<file path="config.mk">
export PLATFORM = sky130hd
export DESIGN_NAME = lcd_cmd_issuer_flat
export DESIGN_NICKNAME = d
export VERILOG_FILES = /design/src/rtl/lcd_cmd_issuer_if.sv /design/src/rtl/lcd_cmd_issuer.sv /design/src/flat_wrapper.sv
export SDC_FILE = /design/constraint.sdc
export NUM_CORES = 1
export LEC_CHECK = 0
export CORE_AREA = 2 2 80 74
export CTS_CLUSTER_DIAMETER = 80
export DETAILED_ROUTE_END_ITERATION = 16
export DIE_AREA = 0 0 82 76
export PLACE_DENSITY = 0.73
export SYNTH_ARGS = -nofsm -noshare
export SYNTH_HDL_FRONTEND = slang
export SYNTH_SLANG_ARGS = --single-unit
export TNS_END_PERCENT = 100
</file>
<file path="constraint.sdc">
create_clock -name clk -period 2.85 [get_ports clk]
set_input_delay 0.4275 -clock clk [delete_from_list [all_inputs] [get_ports clk]]
set_output_delay 0.4275 -clock clk [all_outputs]
set_load 0.02 [all_outputs]
</file>
<file path="src/rtl/lcd_cmd_issuer_if.sv">
// Host-side command handshake, controller command port and status for lcd_cmd_issuer.
// master = host/controller side, slave = the issuer.
interface lcd_cmd_issuer_if #(
    parameter int AW = 3
);
    logic [2:0]  host_cmd;
    logic        host_valid;
    logic        host_ready;
    logic        lcd_busy;
    logic        lcd_done;
    logic [2:0]  cmd;
    logic        cmd_valid;
    logic [AW:0] fifo_count;
    logic [7:0]  issued_cnt;
    logic        seq_done;
    logic        err;

    modport master (
        output host_cmd, host_valid, lcd_busy, lcd_done,
        input  host_ready, cmd, cmd_valid, fifo_count, issued_cnt, seq_done, err
    );

    modport slave (
        input  host_cmd, host_valid, lcd_busy, lcd_done,
        output host_ready, cmd, cmd_valid, fifo_count, issued_cnt, seq_done, err
    );
endinterface

</file>
<file path="src/rtl/lcd_cmd_issuer.sv">
// Buffers host commands and issues them one at a time to the LCD controller, retiring on WRITE.
// Optional busy/done watchdog enabled by defining CMD_TIMEOUT_EN.
//
// state  | meaning
// IDLE   | wait for a queued command and controller not busy, then issue it
// GUARD  | one cycle after issue, busy ignored while the controller catches up
// WAIT   | controller busy with the issued command
// DRAIN  | WRITE accepted, waiting for the controller's done
// FINISH | stream retired, no further issue until reset
module lcd_cmd_issuer #(
    parameter int DEPTH = 8,
    parameter int AW    = 3
`ifdef CMD_TIMEOUT_EN
   ,parameter int TIMEOUT = 255
`endif
) (
    input  logic              clk,
    input  logic              reset,
    lcd_cmd_issuer_if.slave   bus
);
    typedef enum logic [2:0] {IDLE, GUARD, WAIT, DRAIN, FINISH} state_t;

    localparam logic [AW:0] DEPTH_C = (AW+1)'(DEPTH);

    state_t      state_q;
    logic [2:0]  mem_q [DEPTH];
    logic [AW:0] wr_ptr_q;
    logic [AW:0] rd_ptr_q;
    logic [2:0]  cmd_q;
    logic        cmd_valid_q;
    logic [7:0]  issued_cnt_q;
    logic        seq_done_q;

    logic [AW:0] count_w;
    logic        full_w;
    logic        empty_w;
    logic        pop_w;
    logic        push_w;
    logic        host_ready_w;

    assign count_w = wr_ptr_q - rd_ptr_q;
    assign full_w  = (count_w == DEPTH_C);
    assign empty_w = (count_w == '0);
    assign pop_w   = (state_q == IDLE) && !empty_w && !bus.lcd_busy;
    // A pop in the same cycle frees a slot, so a full FIFO can still take a push.
    assign host_ready_w = (!full_w || pop_w) && (state_q != FINISH);
    assign push_w       = bus.host_valid && host_ready_w;

    always_ff @(posedge clk) begin
        if (push_w) begin
            mem_q[wr_ptr_q[AW-1:0]] <= bus.host_cmd;
        end
    end

    always_ff @(posedge clk or posedge reset) begin
        if (reset) begin
            wr_ptr_q <= '0;
            rd_ptr_q <= '0;
        end else begin
            if (push_w) wr_ptr_q <= wr_ptr_q + 1'b1;
            if (pop_w)  rd_ptr_q <= rd_ptr_q + 1'b1;
        end
    end

`ifdef CMD_TIMEOUT_EN
    localparam logic [7:0] WDOG_LOAD = 8'(TIMEOUT - 1);
    logic [7:0] wdog_q;
    logic       err_q;
`endif

    always_ff @(posedge clk or posedge reset) begin
        if (reset) begin
            state_q      <= IDLE;
            cmd_q        <= '0;
            cmd_valid_q  <= 1'b0;
            issued_cnt_q <= '0;
            seq_done_q   <= 1'b0;
`ifdef CMD_TIMEOUT_EN
            wdog_q       <= '0;
            err_q        <= 1'b0;
`endif
        end else begin
            cmd_valid_q <= 1'b0;
            case (state_q)
                IDLE: begin
                    if (pop_w) begin
                        cmd_q        <= mem_q[rd_ptr_q[AW-1:0]];
                        cmd_valid_q  <= 1'b1;
                        issued_cnt_q <= issued_cnt_q + 1'b1;
                        state_q      <= GUARD;
                    end
                end
                GUARD: begin
                    state_q <= WAIT;
`ifdef CMD_TIMEOUT_EN
                    wdog_q  <= WDOG_LOAD;
`endif
                end
                WAIT: begin
                    if (!bus.lcd_busy) begin
                        state_q <= (cmd_q == 3'd0) ? DRAIN : IDLE;
`ifdef CMD_TIMEOUT_EN
                        wdog_q  <= WDOG_LOAD;
                    end else if (wdog_q == '0) begin
                        err_q   <= 1'b1;
                        state_q <= IDLE;
                    end else begin
                        wdog_q  <= wdog_q - 1'b1;
`endif
                    end
                end
                DRAIN: begin
                    if (bus.lcd_done) begin
                        state_q    <= FINISH;
                        seq_done_q <= 1'b1;
`ifdef CMD_TIMEOUT_EN
                    end else if (wdog_q == '0) begin
                        err_q      <= 1'b1;
                        state_q    <= FINISH;
                        seq_done_q <= 1'b1;
                    end else begin
                        wdog_q     <= wdog_q - 1'b1;
`endif
                    end
                end
                FINISH: state_q <= FINISH;
                default: state_q <= IDLE;
            endcase
        end
    end

    assign bus.host_ready = host_ready_w;
    assign bus.cmd        = cmd_q;
    assign bus.cmd_valid  = cmd_valid_q;
    assign bus.fifo_count = count_w;
    assign bus.issued_cnt = issued_cnt_q;
    assign bus.seq_done   = seq_done_q;
`ifdef CMD_TIMEOUT_EN
    assign bus.err        = err_q;
`else
    assign bus.err        = 1'b0;
`endif
endmodule

</file>
<file path="src/flat_wrapper.sv">
// flat-port wrapper written by rule: the top's interface ports become plain ports
module lcd_cmd_issuer_flat 
#(
    parameter int DEPTH = 8,
    parameter int AW    = 3

)
  (clk, reset, bus_host_cmd, bus_host_valid, bus_lcd_busy, bus_lcd_done, bus_host_ready, bus_cmd, bus_cmd_valid, bus_fifo_count, bus_issued_cnt, bus_seq_done, bus_err);
  lcd_cmd_issuer_if #(.AW(AW)) bus_i ();
  input  logic clk;
  input  logic reset;
  input wire logic [$bits(bus_i.host_cmd)-1:0] bus_host_cmd;
  input wire logic [$bits(bus_i.host_valid)-1:0] bus_host_valid;
  input wire logic [$bits(bus_i.lcd_busy)-1:0] bus_lcd_busy;
  input wire logic [$bits(bus_i.lcd_done)-1:0] bus_lcd_done;
  output wire logic [$bits(bus_i.host_ready)-1:0] bus_host_ready;
  output wire logic [$bits(bus_i.cmd)-1:0] bus_cmd;
  output wire logic [$bits(bus_i.cmd_valid)-1:0] bus_cmd_valid;
  output wire logic [$bits(bus_i.fifo_count)-1:0] bus_fifo_count;
  output wire logic [$bits(bus_i.issued_cnt)-1:0] bus_issued_cnt;
  output wire logic [$bits(bus_i.seq_done)-1:0] bus_seq_done;
  output wire logic [$bits(bus_i.err)-1:0] bus_err;
  assign bus_i.host_cmd = bus_host_cmd;
  assign bus_i.host_valid = bus_host_valid;
  assign bus_i.lcd_busy = bus_lcd_busy;
  assign bus_i.lcd_done = bus_lcd_done;
  assign bus_host_ready = bus_i.host_ready;
  assign bus_cmd = bus_i.cmd;
  assign bus_cmd_valid = bus_i.cmd_valid;
  assign bus_fifo_count = bus_i.fifo_count;
  assign bus_issued_cnt = bus_i.issued_cnt;
  assign bus_seq_done = bus_i.seq_done;
  assign bus_err = bus_i.err;
  lcd_cmd_issuer #(.DEPTH(DEPTH), .AW(AW)) u_core (.clk(clk), .reset(reset), .bus(bus_i));
endmodule
</file>
==> results.cfg, run 1 <==
[run_status]
status = completed

[clock_network]
cts_tree = done
htree_levels = 2
clock_latency_ps = 290
cts_buffers = 5
clkTransAtPathRegs_ps = 90
clock-sinks = 48
postCtsHoldBufs = 0
cts_max_path_buffers = 2
root_buffer = clkbuf_8

[critical_path]
reg2reg_slack_ps = 210
crit_chain = inv_1 > ha_1 > inv_1 > fa_2 > xor2_2 > or4b_1 > a21oi_2 > nor2_1 > buf_2
cp.arrival_ps = 2300
rr_worst_depth = 12
cp_data_required_time_ps = 2420
worstPathMaxFanout = 2
cp_common_cell = inv_1
start_kind = flop
worstSetupEndpointType = output pin
cpMaxStageDelayCell = or4b_1
critPathKind = reg -> out
r2r-start = u_core.wr_ptr_q[0]
critPathMaxStageDelay_ps = 490
r2r_end = u_core.mem_q[2][1]

[route]
ant_nets = 0
drc = 0
drt-total-wl_um = 3670
viasPerCell = 4.88
first_pass_iters = 4
wl_per_cell_um = 13.4
first_iter_violations = 49
dr_total_vias = 1332

[floorplanning]
num_io_pins = 27
die_h_um = 76
row_count = 26
core-area_mm2 = 0.00547
die_w_um = 82
die-area_mm2 = 0.00623
start_util = 0.393

[placed_design]
gp_congestion = 0.775
port_buffers = 25
dp_cells = 264
hpwlAfterDp_um = 2790

[hold_path]
whs_path_depth = 1
hp-class = reg -> reg
hold_path_startpoint = u_core.bus.issued_cnt[7]
whs_endpoint = u_core.bus.issued_cnt[7]

[synth]
synth-seq-area-share = 0.615
synth.area.top_cells = edfxtp_1, dfrtp_1, mux4_2, xnor2_1, ha_1
synthCells = 158
synth_top_area_cell = edfxtp_1
synth_nets = 173
ys_types = 38
avgSynthCellArea_um2 = 13.6
yosysWarnings = 0
synthFlopType = edfxtp_1
synth_edf_count = 24
synth_top_area_share = 0.335
async_reset_ff_frac = 0.500
ys_ff_latch = 48
syn_area_mm2 = 0.00215

[sta]
hold_violations = 0
setup_viol = 0
slew_headroom = 0.393
worst_clock_skew_ps = 7.90
min_period_over_period = 0.956
max_freq_mhz = 367
worstMarginPinSlew_ps = 909
tns_ps = 0
slew_violations = 0
finalWorstPathRequiredPeriod_ps = 2720
rsz0062_at_grt = no

[global_route]
grt_max_degree = 25
grt_usage = 0.133
antenna_found_initial = 0
grt_pass1_vias = 1398
overflow = 0
grt_pass1_wl_um = 6350

[power]
power_frac_comb = 0.520
p_leak_nw = 1.08
seqPwrFrac = 0.332
p_int_mw = 2.08
p_sw_mw = 1.23
power_density_mw_per_mm2 = 1220
vdd_drop_max_mv = 0.585
clkPwrFrac = 0.148
switching_share = 0.371

[cells_and_area]
layout-drive-gt1-share = 0.207
finalNetCount = 217
area_growth_pct = 26.1
nFillCells = 506
antenna_cells = 0
fin_cells = 273

[run]
drv_cap = 0
[worst max-delay path, delay by kind of cell, from the launching register on]
kind	cells	cell delay, ps
compound gates	1	140
fa+ha+maj	2	500
buf+inv	3	270
xor+xnor	1	150
simple gates	2	550
flops	1	390
[repair_timing]
item | in CTS | in global routing
endpoints found under the setup margin | 2 | 1
setup buffers | 0 | 1
gates resized for setup | 5 | 2
[registers in the layout, indices dropped and copies added (netlist names)]
register / cells
u_core.mem_q: 24
u_core.bus.issued_cnt: 8
u_core.rd_ptr_q: 4
u_core.wr_ptr_q: 4
u_core.bus.cmd: 3
u_core.state_q: 3
u_core.bus.cmd_valid: 1
u_core.bus.seq_done: 1
[synthesized netlist by cell type, types with 2 or more instances]
| master | instances |
|---|---|
| xnor2_1 | 9 |
| clkbuf_1 | 2 |
| a21o_1 | 2 |
| mux2_2 | 2 |
| nor3_1 | 5 |
| inv_1 | 7 |
| nand3_1 | 2 |
| buf_2 | 2 |
| nand2_1 | 14 |
| nand4_1 | 7 |
| o21ai_0 | 3 |
| nor2_1 | 10 |
| or3_4 | 2 |
| nor3_2 | 2 |
| dfrtp_1 | 24 |
| a31oi_1 | 4 |
| ha_1 | 6 |
| edfxtp_1 | 24 |
| mux4_2 | 6 |
| xor2_1 | 6 |
| nand2b_1 | 2 |
[logic make-up (layout without fill, tap and decap cells)]
logic type / Yosys count / count (layout) / synth area share
flip-flops: 48 / 48 / 0.615
buffers and inverters: 12 / 57 / 0.0239
other: 1 / 1 / 0.00174
multiplexers: 8 / 8 / 0.0733
adder cells (fa/ha/maj): 7 / 7 / 0.0442
XOR/XNOR: 15 / 15 / 0.0611
AO/OA/AOI/OAI: 12 / 12 / 0.0372
AND/OR/NAND/NOR: 55 / 55 / 0.144
[power by group through the flow]
stage / clock (mW) / combinational [mW] / sequential [mW]
6_report: 0.492 / 1.72 / 1.10
5_1_grt: 0.530 / 1.91 / 1.13
4_1_cts: 0.506 / 1.74 / 1.10
3_5_place_dp: 0 / 1.75 / 1.11
3_3_place_gp: 0 / 1.72 / 1.11
2_1_floorplan: 0 / 0.938 / 1.19
[how the worst max path moves through the flow]
| stage | from | endpoint | cells after the start |
|---|---|---|---|
| after detailed placement | u_core.wr_ptr_q[0] | bus_host_ready | 9 |
| after global routing | u_core.wr_ptr_q[0] | bus_host_ready | 9 |
| after floorplan | u_core.rd_ptr_q[1] | u_core.mem_q[4][0] | 8 |
| after global placement | u_core.wr_ptr_q[0] | bus_host_ready | 9 |
| after CTS | u_core.wr_ptr_q[0] | bus_host_ready | 9 |
| final | u_core.wr_ptr_q[0] | bus_host_ready | 9 |
[placed cells by master, fill, tap and decap left out, types with 7 or more instances in the layout]
| cell type | n |
|---|---|
| buf_4 | 17 |
| clkdlybuf4s50_1 | 23 |
| dfrtp_1 | 24 |
| edfxtp_1 | 24 |
| inv_1 | 7 |
| nand2_1 | 14 |
| nand4_1 | 7 |
| nor2_1 | 10 |
| xnor2_1 | 9 |
[layer usage]
| metal | track usage | vias up | share of wire |
|---|---|---|---|
| met3 | 0.0355 | 2 | 0.040 |
| met1 | 0.174 | 647 | 0.47 |
| met4 | 0.0350 | 0 | 0.0035 |
| met5 | 0 | - | 0 |
| li1 | - | 657 | - |
| met2 | 0.216 | 26 | 0.49 |
[stage by stage]
| step | power, mW | setup slack, ps | util | area, um^2 | hold slack [ps] |
|---|---|---|---|---|---|
| 2_1_floorplan | 2.13 | 111 | - | 2160 | 442 |
| 3_3_place_gp | 2.83 | 55.7 | 0.474 | 2590 | 451 |
| 3_5_place_dp | 2.86 | 17.2 | 0.474 | 2590 | 453 |
| 4_1_cts | 3.35 | 21.0 | 0.496 | 2710 | 474 |
| 5_1_grt | 3.57 | 29.6 | 0.496 | 2710 | 507 |
| 6_report | 3.31 | 126 | 0.496 | 2710 | 471 |
[area by class of cell]
type,count,area [um^2],share of cell area
sequential,48,1320,0.488
multi-input combinational,98,787,0.290
timing repair buffer,42,372,0.137
tap,70,87.6,0.0323
clock buffer,6,82.6,0.0305
clock inverter,2,33.8,0.0125
inverter,7,26.3,0.00970
Note: power is estimated with default switching activity, not from simulation.
==> run 2, diff against run 1 <==
CTS_BUF_LIST = sky130_fd_sc_hd__clkbuf_8   (was unset)
==> results of run 2 <==
Same layout as run 1: the final DEF is identical, and so are final timing and power.
==> run 3, diff against run 2 <==
ABC_AREA = 1   (was unset)
CORE_AREA = 2 2 107 98   (was 2 2 80 74)
DIE_AREA = 0 0 109 100   (was 0 0 82 76)
PLACE_DENSITY = 0.54   (was 0.73)
==> results.cfg, run 3 <==
[synth]
ys_ff_latch = 48
synth_top_area_share = 0.301
synth_top_area_cell = edfxtp_1
synth.area.top_cells = edfxtp_1, dfrtp_1, nand2_1, nor2_1, inv_1
ys_types = 32
synth-seq-area-share = 0.552
yosysWarnings = 0
synth_top_cells_by_count = nand2_1, nor2_1, dfrtp_1, edfxtp_1, inv_1
synthFlopType = edfxtp_1
synthCells = 250
syn_area_mm2 = 0.00239
synth_edf_count = 24
synth_nets = 265
yosysMostFrequentCell = nand2_1
avgSynthCellArea_um2 = 9.58
async_reset_ff_frac = 0.500

[cells_and_area]
final_common_cell = nand2_1
fin_util = 0.293
final_cell_mix = nand2_1, nor2_1, inv_1, clkdlybuf4s50_1, edfxtp_1
multiInputGateArea_um2 = 940
finalNetCount = 298
nFillCells = 1037
antenna_cells = 0
ff_latch_area_mm2 = 0.00132
largest_reg_flops = 24
layout-drive-gt1-share = 0.130
area_growth_pct = 21.4

[floorplanning]
core-area_mm2 = 0.00994
num_io_pins = 27
row_count = 35
die_h_um = 100
start_util = 0.241
die_w_um = 109
die-area_mm2 = 0.0109

[global_route]
grt_pass1_wl_um = 8230
grt_max_degree = 25
antenna_found_initial = 0
overflow = 0
grt_usage = 0.0965
grt_pass1_vias = 1792

[clock_network]
htree_levels = 2
cts_tree = done
postCtsSetupBuffers = 0
root_buffer = clkbuf_8
clock-sinks = 48
cts_buffers = 5
clkTransAtPathRegs_ps = 90
clock_latency_ps = 300
cts_max_path_buffers = 2

[power]
vdd_drop_max_mv = 0.885
power_density_mw_per_mm2 = 1140
p_leak_nw = 1.26

[sta]
setup_viol = 0
min_period_over_period = 0.940
rsz0062_at_grt = no
max_freq_mhz = 373
hold_violations = 0
finalWorstPathRequiredPeriod_ps = 2680
slew_violations = 0
finalWorstSetupSlack_ps = 172
worst_clock_skew_ps = 9.85
tns_ps = 0

[placed_design]
gp_congestion = 0.778
port_buffers = 25
place_ws_ps = 230
hpwlAfterDp_um = 3610

[route]
first_pass_iters = 4
first_iter_violations = 131
ant_nets = 0
viasPerCell = 4.22
dr_total_vias = 1743
drt-total-wl_um = 4880
wl_per_cell_um = 11.8
drc = 0

[critical_path]
critPathKind = reg -> out
worstPathMaxFanout = 6
cp.arrival_ps = 2250
cp_data_required_time_ps = 2420
worstSetupEndpointType = output pin
start_kind = flop

[run_status]
status = completed

[run]
drv_cap = 0

[hold_path]
hp-class = in -> async
## run 3: cell count changes in the layout (fill, tap and decap cells not counted), moves of 7 or more
cell | previous run | this run
buf_4 | 17 | 6
inv_1 | 7 | 24
nand2_1 | 14 | 68
nand3_1 | 2 | 11
nand4_1 | 7 | 0
nor2_1 | 10 | 25
nor2_2 | 0 | 7
o21ai_0 | 2 | 13
xnor2_1 | 9 | 1
## run 3: cell type report
class / count / area share
clock buffer: 5 / 0.0237
clock inverter: 3 / 0.00645
inverter: 27 / 0.0349
multi-input combinational: 170 / 0.323
sequential: 48 / 0.455
tap: 129 / 0.0555
timing repair buffer: 31 / 0.101
## run 3: repair_timing
action	CTS	global route
resized for setup	2	1
hold buffers	0	0
setup endpoints to repair	1	2
pin swaps	0	1
## run 3: logic make-up after synthesis
group / count (synthesis) / synth area share
adders and majority gates: 7 / 0.0397
and+or+nand+nor: 127 / 0.245
buffers and inverters: 32 / 0.0559
DFF: 48 / 0.552
AOI/OAI and AO/OA: 24 / 0.0627
xor gates and xnor gates: 11 / 0.0434
other: 1 / 0.00157
## run 3: worst max-delay path, stage by stage, from the launching register on
cell and delay, ps:
dfrtp_2 420, inv_1 100, ha_1 320, or2_1 260
nand2_1 90, nand2_2 80, nand2_4 80, clkdlybuf4s50_1 610
## run 3: per-layer routing
metal	track usage	up-vias	part of all wire
li1	-	870	-
met1	0.118	838	0.46
met2	0.163	29	0.48
met3	0.0240	6	0.040
met4	0.0385	0	0.017
met5	0	-	0
## run 3: path summary, 6_finish.rpt
path	start	endpoint	slack (ps)	cells after the start
max	u_core.rd_ptr_q[2]	bus_fifo_count[3]	170	7
min	reset	u_core.bus.cmd[0]	470	3
max reg2reg	u_core.wr_ptr_q[0]	u_core.mem_q[4][2]	420	11
min reg2reg	u_core.bus.seq_done	u_core.bus.seq_done	480	1
max in group asynchronous	reset	u_core.rd_ptr_q[2]	2090	3
min in group clk	u_core.bus.seq_done	u_core.bus.seq_done	480	1
## run 3: power by group
part / total (mW) / internal [mW] / leakage (nW) / switching [mW]
Sequential: 1.09 / 0.934 / 0.518 / 0.152
Combinational: 1.83 / 0.722 / 0.704 / 1.11
Clock: 0.399 / 0.170 / 0.0378 / 0.230
## run 3: through the flow
step           cells  hold WS, ps  power (mW)  instance area, um^2
6_report         413          475        3.32                 2910
3_5_place_dp     405          474        2.95                 2820
2_1_floorplan    250          442        2.33                 2390
5_1_grt          413          495        3.63                 2910
4_1_cts          413          480        3.36                 2910
3_3_place_gp     405          461        2.93                 2820
